### src/rtl/fcl_loop_pkg.sv
// Shared types and constants for the fully-connected-layer loop controller.
//   lc_state_e      : controller FSM state encoding
//   MAC_LAT_DEFAULT : default MAC pipeline latency in cycles
//   DRAIN_W         : width of the drain counter (covers MAC_LAT 0..15)
package fcl_loop_pkg;

  typedef enum logic [2:0] {
    ST_IDLE  = 3'd0,
    ST_CLR   = 3'd1,
    ST_RUN   = 3'd2,
    ST_DRAIN = 3'd3,
    ST_WB    = 3'd4,
    ST_FIN   = 3'd5
  } lc_state_e;

  localparam int unsigned MAC_LAT_DEFAULT = 2;
  localparam int unsigned DRAIN_W         = 4;

endpackage

### src/rtl/loop_idx_cnt.sv
// Loop index counter: synchronous clear, increment, equality-to-last flag.
//   clk         : clock, rising edge
//   rst         : synchronous active-high reset
//   i_clr       : clear index to zero (wins over i_inc)
//   i_inc       : increment index by one
//   i_last      : final index value of the loop
//   o_idx       : current index (registered)
//   o_at_last_c : combinational flag, o_idx == i_last
module loop_idx_cnt #(
  parameter int unsigned W = 8
) (
  input  logic         clk,
  input  logic         rst,
  input  logic         i_clr,
  input  logic         i_inc,
  input  logic [W-1:0] i_last,
  output logic [W-1:0] o_idx,
  output logic         o_at_last_c
);

  logic [W-1:0] r_idx;

  // Index register
  always_ff @(posedge clk) begin
    if (rst || i_clr) begin
      r_idx <= '0;
    end else if (i_inc) begin
      r_idx <= r_idx + W'(1);
    end
  end

  assign o_idx       = r_idx;
  // Equality only, so a full-range loop (last = all ones) ends without wrapping
  assign o_at_last_c = (r_idx == i_last);

endmodule

### src/rtl/fcl_loop_ctrl.sv
// Loop controller for a fully-connected layer: for each output neuron it
// clears the accumulator, streams every input index to the MAC, waits out the
// MAC pipeline, then hands the neuron result to a writeback sink.
//   lc_clk, lc_rst          : clock / synchronous active-high reset
//   lc_start                : start pulse, honoured only in IDLE
//   lc_in_last, lc_out_last : last input / neuron index, captured at start
//   lc_busy                 : high outside IDLE
//   lc_in_idx, lc_out_idx   : current input / neuron index
//   lc_acc_clr, lc_mac_en   : accumulator clear / MAC enable strobes
//   lc_res_valid/_ready/_idx: result writeback handshake
//   lc_done                 : one-cycle pulse after the last writeback
module fcl_loop_ctrl
  import fcl_loop_pkg::*;
#(
  parameter int unsigned IN_W    = 8,
  parameter int unsigned OUT_W   = 7,
  parameter int unsigned MAC_LAT = MAC_LAT_DEFAULT
) (
  input  logic             lc_clk,
  input  logic             lc_rst,
  input  logic             lc_start,
  input  logic [IN_W-1:0]  lc_in_last,
  input  logic [OUT_W-1:0] lc_out_last,
  output logic             lc_busy,
  output logic [IN_W-1:0]  lc_in_idx,
  output logic [OUT_W-1:0] lc_out_idx,
  output logic             lc_acc_clr,
  output logic             lc_mac_en,
  output logic             lc_res_valid,
  input  logic             lc_res_ready,
  output logic [OUT_W-1:0] lc_res_idx,
  output logic             lc_done
);

  localparam bit HAS_DRAIN = (MAC_LAT > 0);
  // Drain counts down to zero, so MAC_LAT cycles need a load of MAC_LAT-1
  localparam logic [DRAIN_W-1:0] DRAIN_LOAD =
    HAS_DRAIN ? DRAIN_W'(MAC_LAT - 1) : '0;

  lc_state_e          r_state;
  lc_state_e          w_nxt_state;
  logic [IN_W-1:0]    r_in_last;
  logic [OUT_W-1:0]   r_out_last;
  logic [DRAIN_W-1:0] r_drain_cnt;

  logic               r_busy;
  logic               r_acc_clr;
  logic               r_mac_en;
  logic               r_res_valid;
  logic               r_done;
  logic [OUT_W-1:0]   r_res_idx;

  logic               w_capture;
  logic               w_wb_hs;
  logic               w_in_clr;
  logic               w_in_inc;
  logic               w_in_at_last;
  logic [IN_W-1:0]    w_in_idx;
  logic               w_out_inc;
  logic               w_out_at_last;
  logic [OUT_W-1:0]   w_out_idx;
  logic               w_nxt_busy;
  logic               w_nxt_acc_clr;
  logic               w_nxt_mac_en;
  logic               w_nxt_res_valid;
  logic               w_nxt_done;
  logic [OUT_W-1:0]   w_nxt_res_idx;

  // Input-element index
  loop_idx_cnt #(.W(IN_W)) u_in_cnt (
    .clk         (lc_clk),
    .rst         (lc_rst),
    .i_clr       (w_in_clr),
    .i_inc       (w_in_inc),
    .i_last      (r_in_last),
    .o_idx       (w_in_idx),
    .o_at_last_c (w_in_at_last)
  );

  // Output-neuron index
  loop_idx_cnt #(.W(OUT_W)) u_out_cnt (
    .clk         (lc_clk),
    .rst         (lc_rst),
    .i_clr       (w_capture),
    .i_inc       (w_out_inc),
    .i_last      (r_out_last),
    .o_idx       (w_out_idx),
    .o_at_last_c (w_out_at_last)
  );

  // State and output registers
  always_ff @(posedge lc_clk) begin
    if (lc_rst) begin
      r_state     <= ST_IDLE;
      r_busy      <= 1'b0;
      r_acc_clr   <= 1'b0;
      r_mac_en    <= 1'b0;
      r_res_valid <= 1'b0;
      r_done      <= 1'b0;
      r_res_idx   <= '0;
    end else begin
      r_state     <= w_nxt_state;
      r_busy      <= w_nxt_busy;
      r_acc_clr   <= w_nxt_acc_clr;
      r_mac_en    <= w_nxt_mac_en;
      r_res_valid <= w_nxt_res_valid;
      r_done      <= w_nxt_done;
      r_res_idx   <= w_nxt_res_idx;
    end
  end

  // Next state; outputs are decoded from the next state so they are registered
  always_comb begin
    w_nxt_state = r_state;
    w_capture   = 1'b0;
    w_wb_hs     = 1'b0;
    unique case (r_state)
      ST_IDLE: begin
        if (lc_start) begin
          w_capture   = 1'b1;
          w_nxt_state = ST_CLR;
        end
      end
      ST_CLR:   w_nxt_state = ST_RUN;
      ST_RUN: begin
        if (w_in_at_last) begin
          w_nxt_state = HAS_DRAIN ? ST_DRAIN : ST_WB;
        end
      end
      ST_DRAIN: begin
        if (r_drain_cnt == '0) begin
          w_nxt_state = ST_WB;
        end
      end
      ST_WB: begin
        if (lc_res_ready) begin
          w_wb_hs     = 1'b1;
          w_nxt_state = w_out_at_last ? ST_FIN : ST_CLR;
        end
      end
      ST_FIN:   w_nxt_state = ST_IDLE;
      default:  w_nxt_state = ST_IDLE;
    endcase

    w_in_clr        = (w_nxt_state == ST_CLR);
    w_in_inc        = (r_state == ST_RUN) && !w_in_at_last;
    w_out_inc       = w_wb_hs && !w_out_at_last;

    w_nxt_busy      = (w_nxt_state != ST_IDLE);
    w_nxt_acc_clr   = (w_nxt_state == ST_CLR);
    w_nxt_mac_en    = (w_nxt_state == ST_RUN);
    w_nxt_res_valid = (w_nxt_state == ST_WB);
    w_nxt_done      = (w_nxt_state == ST_FIN);
    // Neuron index is stable across WB: it only advances on the handshake edge
    w_nxt_res_idx   = (w_nxt_state == ST_WB) ? w_out_idx : '0;
  end

  // Captured loop limits
  always_ff @(posedge lc_clk) begin
    if (lc_rst) begin
      r_in_last  <= '0;
      r_out_last <= '0;
    end else if (w_capture) begin
      r_in_last  <= lc_in_last;
      r_out_last <= lc_out_last;
    end
  end

  // Drain counter: primed during RUN, counts down through DRAIN
  always_ff @(posedge lc_clk) begin
    if (lc_rst) begin
      r_drain_cnt <= '0;
    end else if (r_state == ST_RUN) begin
      r_drain_cnt <= DRAIN_LOAD;
    end else if ((r_state == ST_DRAIN) && (r_drain_cnt != '0)) begin
      r_drain_cnt <= r_drain_cnt - DRAIN_W'(1);
    end
  end

  assign lc_busy      = r_busy;
  assign lc_in_idx    = w_in_idx;
  assign lc_out_idx   = w_out_idx;
  assign lc_acc_clr   = r_acc_clr;
  assign lc_mac_en    = r_mac_en;
  assign lc_res_valid = r_res_valid;
  assign lc_res_idx   = r_res_idx;
  assign lc_done      = r_done;

endmodule

### config.mk
export PLATFORM = sky130hd
export DESIGN_NAME = fcl_loop_ctrl
export DESIGN_NICKNAME = d
export VERILOG_FILES = /design/src/rtl/fcl_loop_pkg.sv /design/src/rtl/loop_idx_cnt.sv /design/src/rtl/fcl_loop_ctrl.sv
export SDC_FILE = /design/constraint.sdc
export NUM_CORES = 1
export LEC_CHECK = 0
export BUFFER_PORTS_ARGS = -buffer_cell sky130_fd_sc_hd__buf_2
export CORE_MARGIN = 4
export CORE_UTILIZATION = 35
export CTS_CLUSTER_DIAMETER = 150
export CTS_CLUSTER_SIZE = 40
export DETAILED_ROUTE_END_ITERATION = 10
export GPL_ROUTABILITY_DRIVEN = 0
export GPL_TIMING_DRIVEN = 0
export HOLD_SLACK_MARGIN = 0.08
export PLACE_DENSITY_LB_ADDON = 0.12
export SLEW_MARGIN = 20
export SYNTH_ARGS = -nofsm -noshare
export SYNTH_HDL_FRONTEND = slang
export SYNTH_SLANG_ARGS = --single-unit
### constraint.sdc
create_clock -name lc_clk -period 1.8 [get_ports lc_clk]
set_input_delay 0.18 -clock lc_clk [delete_from_list [all_inputs] [get_ports lc_clk]]
set_output_delay 0.18 -clock lc_clk [all_outputs]
set_load 0.03 [all_outputs]
==> results <==
- The count of endpoints failing hold in the final timing report is 0.
- The number of antenna violations at the first check in global routing came to 0.
- The worst-path maximum fanout is 8.
- The final layout contains 312 nets.
- The power density of the placed cells is 843 nW/µm².
- The static power due to leakage is 0.00112 µW.
- Counting flops and latches in the post-synthesis netlist gives 49.
- The core region area is 5920 µm².
- The most common cell in the synthesized netlist is dfxtp_1.
- The repair_antennas step left the layout with diodes totalling 0.
- For this block, the initial DRC count from the detailed router was 44.
- The floorplan row count is 28.
- The die width is 86.3 µm.
- In this run, CTS created clock tree buffers numbering 5.
- Sequential cells were found to cover 45.8% of the synthesized design area.
- The die covers 7440 µm².
- The setup skew after layout is 0.00315 ns.
- The shortest clock period the worst path allows after layout is 1.73 ns.
- Clock-pin slew was measured on the worst setup and hold paths at roughly 0.090 ns.
- In this run the worst hold path is classified as input port to flop.
- The worst-case register-to-register setup slack is 0.07 ns.
- The number of input and output port buffers inserted is 45.
- The worst path uses 95.9% of the clock period.
- The sort of element at the end of the critical path is a flop.
- Dividing the synthesized area by the synthesized cell count gives 8.93 µm².
- The number of max-cap violations is 0.
- The topmost layer with routed signal wires is met4.
- The later pin in the worst-skew pair is clocked with a latency of 0.30 ns.
- By count the netlist is led by 49 x dfxtp_1, 42 x nand2_1, 22 x a21oi_1, 20 x nor2_1, 14 x xor2_1.
- The top-level I/O count is 46.
- The headroom to the max-slew limit is around 64%.
- The clock root buffer is clkbuf_8.
- Counting flops with a built-in enable in the synthesized netlist gives 0.
- The final-layout setup total negative slack is 0 ns.
- The critical path is of the flop to flop type.
- The flow ran to the end, and the final reports show no timing, DRC or antenna violations.
- The maximum number of pins on one net before global-route repair is 15.
- In this run the deepest clock path goes through 2 buffers.
- The number of global-route vias before repair is 1678.
- The count of warnings emitted by yosys is 0.
- The required time at the endpoint of the critical path is just over 2 ns.
- The vertical die dimension is 86.3 µm.
- Setup violations remaining at the end of the flow were counted as 0.
- The initial core utilization is a little over a third.
- In the global route stage, overall resource usage came out at 13.4%.
- The total congestion overflow after global routing is 0.
- TritonCTS built the clock tree.
- The synthesized design spends more area on one cell type than any other, namely dfxtp_1.
- Among all flip-flop cells after synthesis, the most frequent one is dfxtp_1.
- The routed length per placed instance is 12.8 µm.
- The sum of routed wire length over all layers is around 4700 µm.
- The post-synth design cell area is 2140 µm².
- The number of setup buffers added after CTS is 0.
- The H-tree level count is 2.
- The final total power is 2220 µW.
- Once routing completed, OpenROAD measured the worst setup slack at 0.0745 ns.
- In the final routing, the length of wire on met1 measures 2340 µm.
- Across the VDD grid, the largest voltage drop is between 300 and 400 µV.
- After synthesis, the netlist uses 46 different library cells.
- In this run the remaining antenna-violating nets after routing total 0.
- After filler insertion, the fill cell instance count of the layout stands at 623.
- Static timing analysis puts the maximum clock frequency at 0.580 GHz.
- Ranked by total cell area, the synthesized netlist is headed by dfxtp_1 46%, nand2_1 7.4%, xor2_1 5.7%, a21oi_1 5.1%, xnor2_1 4.5%.
- The first-pass GRT wire length is 7960 µm.
- In the synthesized netlist, the number of instances is 240.
- Of the cells placed in the final design, the portion with a size suffix greater than 1 is 30.9%.
- STA classifies the critical path startpoint as a flop.
- The area fraction of the dominant cell type after synthesis is 45.8%.
- Compared with the post-synthesis result, the final layout area differs by 23.1%.
- In the synthesized netlist the async set-or-reset flop fraction comes to 0%.
- The via count normalized by instance count is 4.77.
- The final number of max-transition violations came to 0.
- The worst-margin pin slew is 0.539 ns.
- The number of nets in the synthesized netlist is 262.
- The detailed-route via count is roughly 1700.
- Summed over all nets, the half-perimeter wirelength after detailed placement is between 3000 and 4000 µm.
- STA puts the critical path data arrival time at 1.96 ns.
- The total DRC errors in the routed layout is 0.
- The first detailed-routing pass ran for 4 iterations.
- The post-placement worst setup slack is -0.115 ns.
- The detailed-routed wire length on met3 is between 200 and 250 µm.
- The total met2 wirelength after detailed routing is 2040 µm.
- CTS saw 49 sinks.
- The final standard cell utilization of the core is between 40 and 50%.
-- cells by family after synthesis --
kind of cell / share of synthesized area, %
AO/OA/AOI/OAI: 12.1
multiplexers: 1.40
AND/OR/NAND/NOR: 26.6
XOR/XNOR: 10.2
adder cells (fa/ha/maj): 1.75
buffers and inverters: 2.16
flip-flops: 45.8
-- through the flow --
stage	instance area [µm²]	cells	hold WS, ns
after global routing	2640	366	0.106
after global placement	2470	360	0.425
after CTS	2580	367	0.0983
final	2640	366	0.110
after detailed placement	2470	360	0.427
after floorplan	2150	240	0.316
-- layout make-up --
cell class                      instances  area [µm²]  area share, %
Tap cell                               75        93.8           3.56
Buffer                                  6        36.3           1.38
Inverter                                2        7.51          0.284
Timing Repair Buffer                   45         225           8.53
Multi-Input combinational cell        181        1180           44.9
Clock buffer                            7        96.3           3.65
Sequential cell                        49         990           37.5
Clock inverter                          1        5.00          0.190
-- state kept, by name, indices dropped and copies added, names as in the netlist --
signal	count
r_drain_cnt	4
r_state	3
r_in_last	8
lc_busy	1
u_out_cnt.o_idx	7
lc_acc_clr	1
r_out_last	7
u_in_cnt.o_idx	8
lc_res_valid	1
lc_res_idx	7
lc_done	1
lc_mac_en	1
-- per-layer routing --
metal  vias up  global-route usage (%)
li1        924                       -
met1       776                    18.3
met2        39                    20.5
met3         6                    3.52
met4         0                    4.67
met5         -                       0
-- cell usage in the layout (no fill, tap or decap), drive strengths merged, types with 2 or more instances in the layout --
master | Yosys | layout
and3b | 2 | 2
dfxtp | 49 | 49
inv | 2 | 2
xor2 | 14 | 14
a211oi | 3 | 3
nand4 | 5 | 5
and2 | 9 | 9
nand2 | 42 | 42
or3 | 5 | 5
mux2i | 3 | 3
and3 | 5 | 5
ha | 3 | 3
and4 | 2 | 2
buf | 2 | 47
nor3b | 2 | 2
xnor2 | 11 | 11
nor3 | 5 | 5
a21o | 2 | 2
o21ai | 6 | 6
nand2b | 3 | 3
a21oi | 23 | 23
or2 | 3 | 3
nor2 | 20 | 20
clkbuf | 6 | 11
-- worst max-delay path: stages, from the launching register on --
cell,delay [ns]
dfxtp_1,0.45
xor2_1,0.21
nor3_2,0.10
a21o_4,0.25
or4_4,0.52
a21oi_2,0.14
-- report_power, final --
part           switching, µW  internal [µW]
Sequential              40.2           1130
Combinational            215            137
Clock                    352            348
Total                    607           1620
-- final timing paths --
| check | startpoint | endpoint | depth (start not counted) |
|---|---|---|---|
| setup reg to reg | u_out_cnt.o_idx[4] | u_out_cnt.o_idx[5] | 5 |
| setup / recovery | u_out_cnt.o_idx[4] | u_out_cnt.o_idx[5] | 5 |
| hold / removal | lc_in_last[7] | r_in_last[7] | 3 |
| hold reg to reg | r_out_last[4] | r_out_last[4] | 2 |
-- what timing repair did --
| item | in CTS | in global routing |
|---|---|---|
| hold buffers | 0 | 0 |
| gates resized for setup | 4 | 20 |
| setup endpoints to repair | 25 | 29 |
Note: power is estimated with default switching activity, not from simulation.
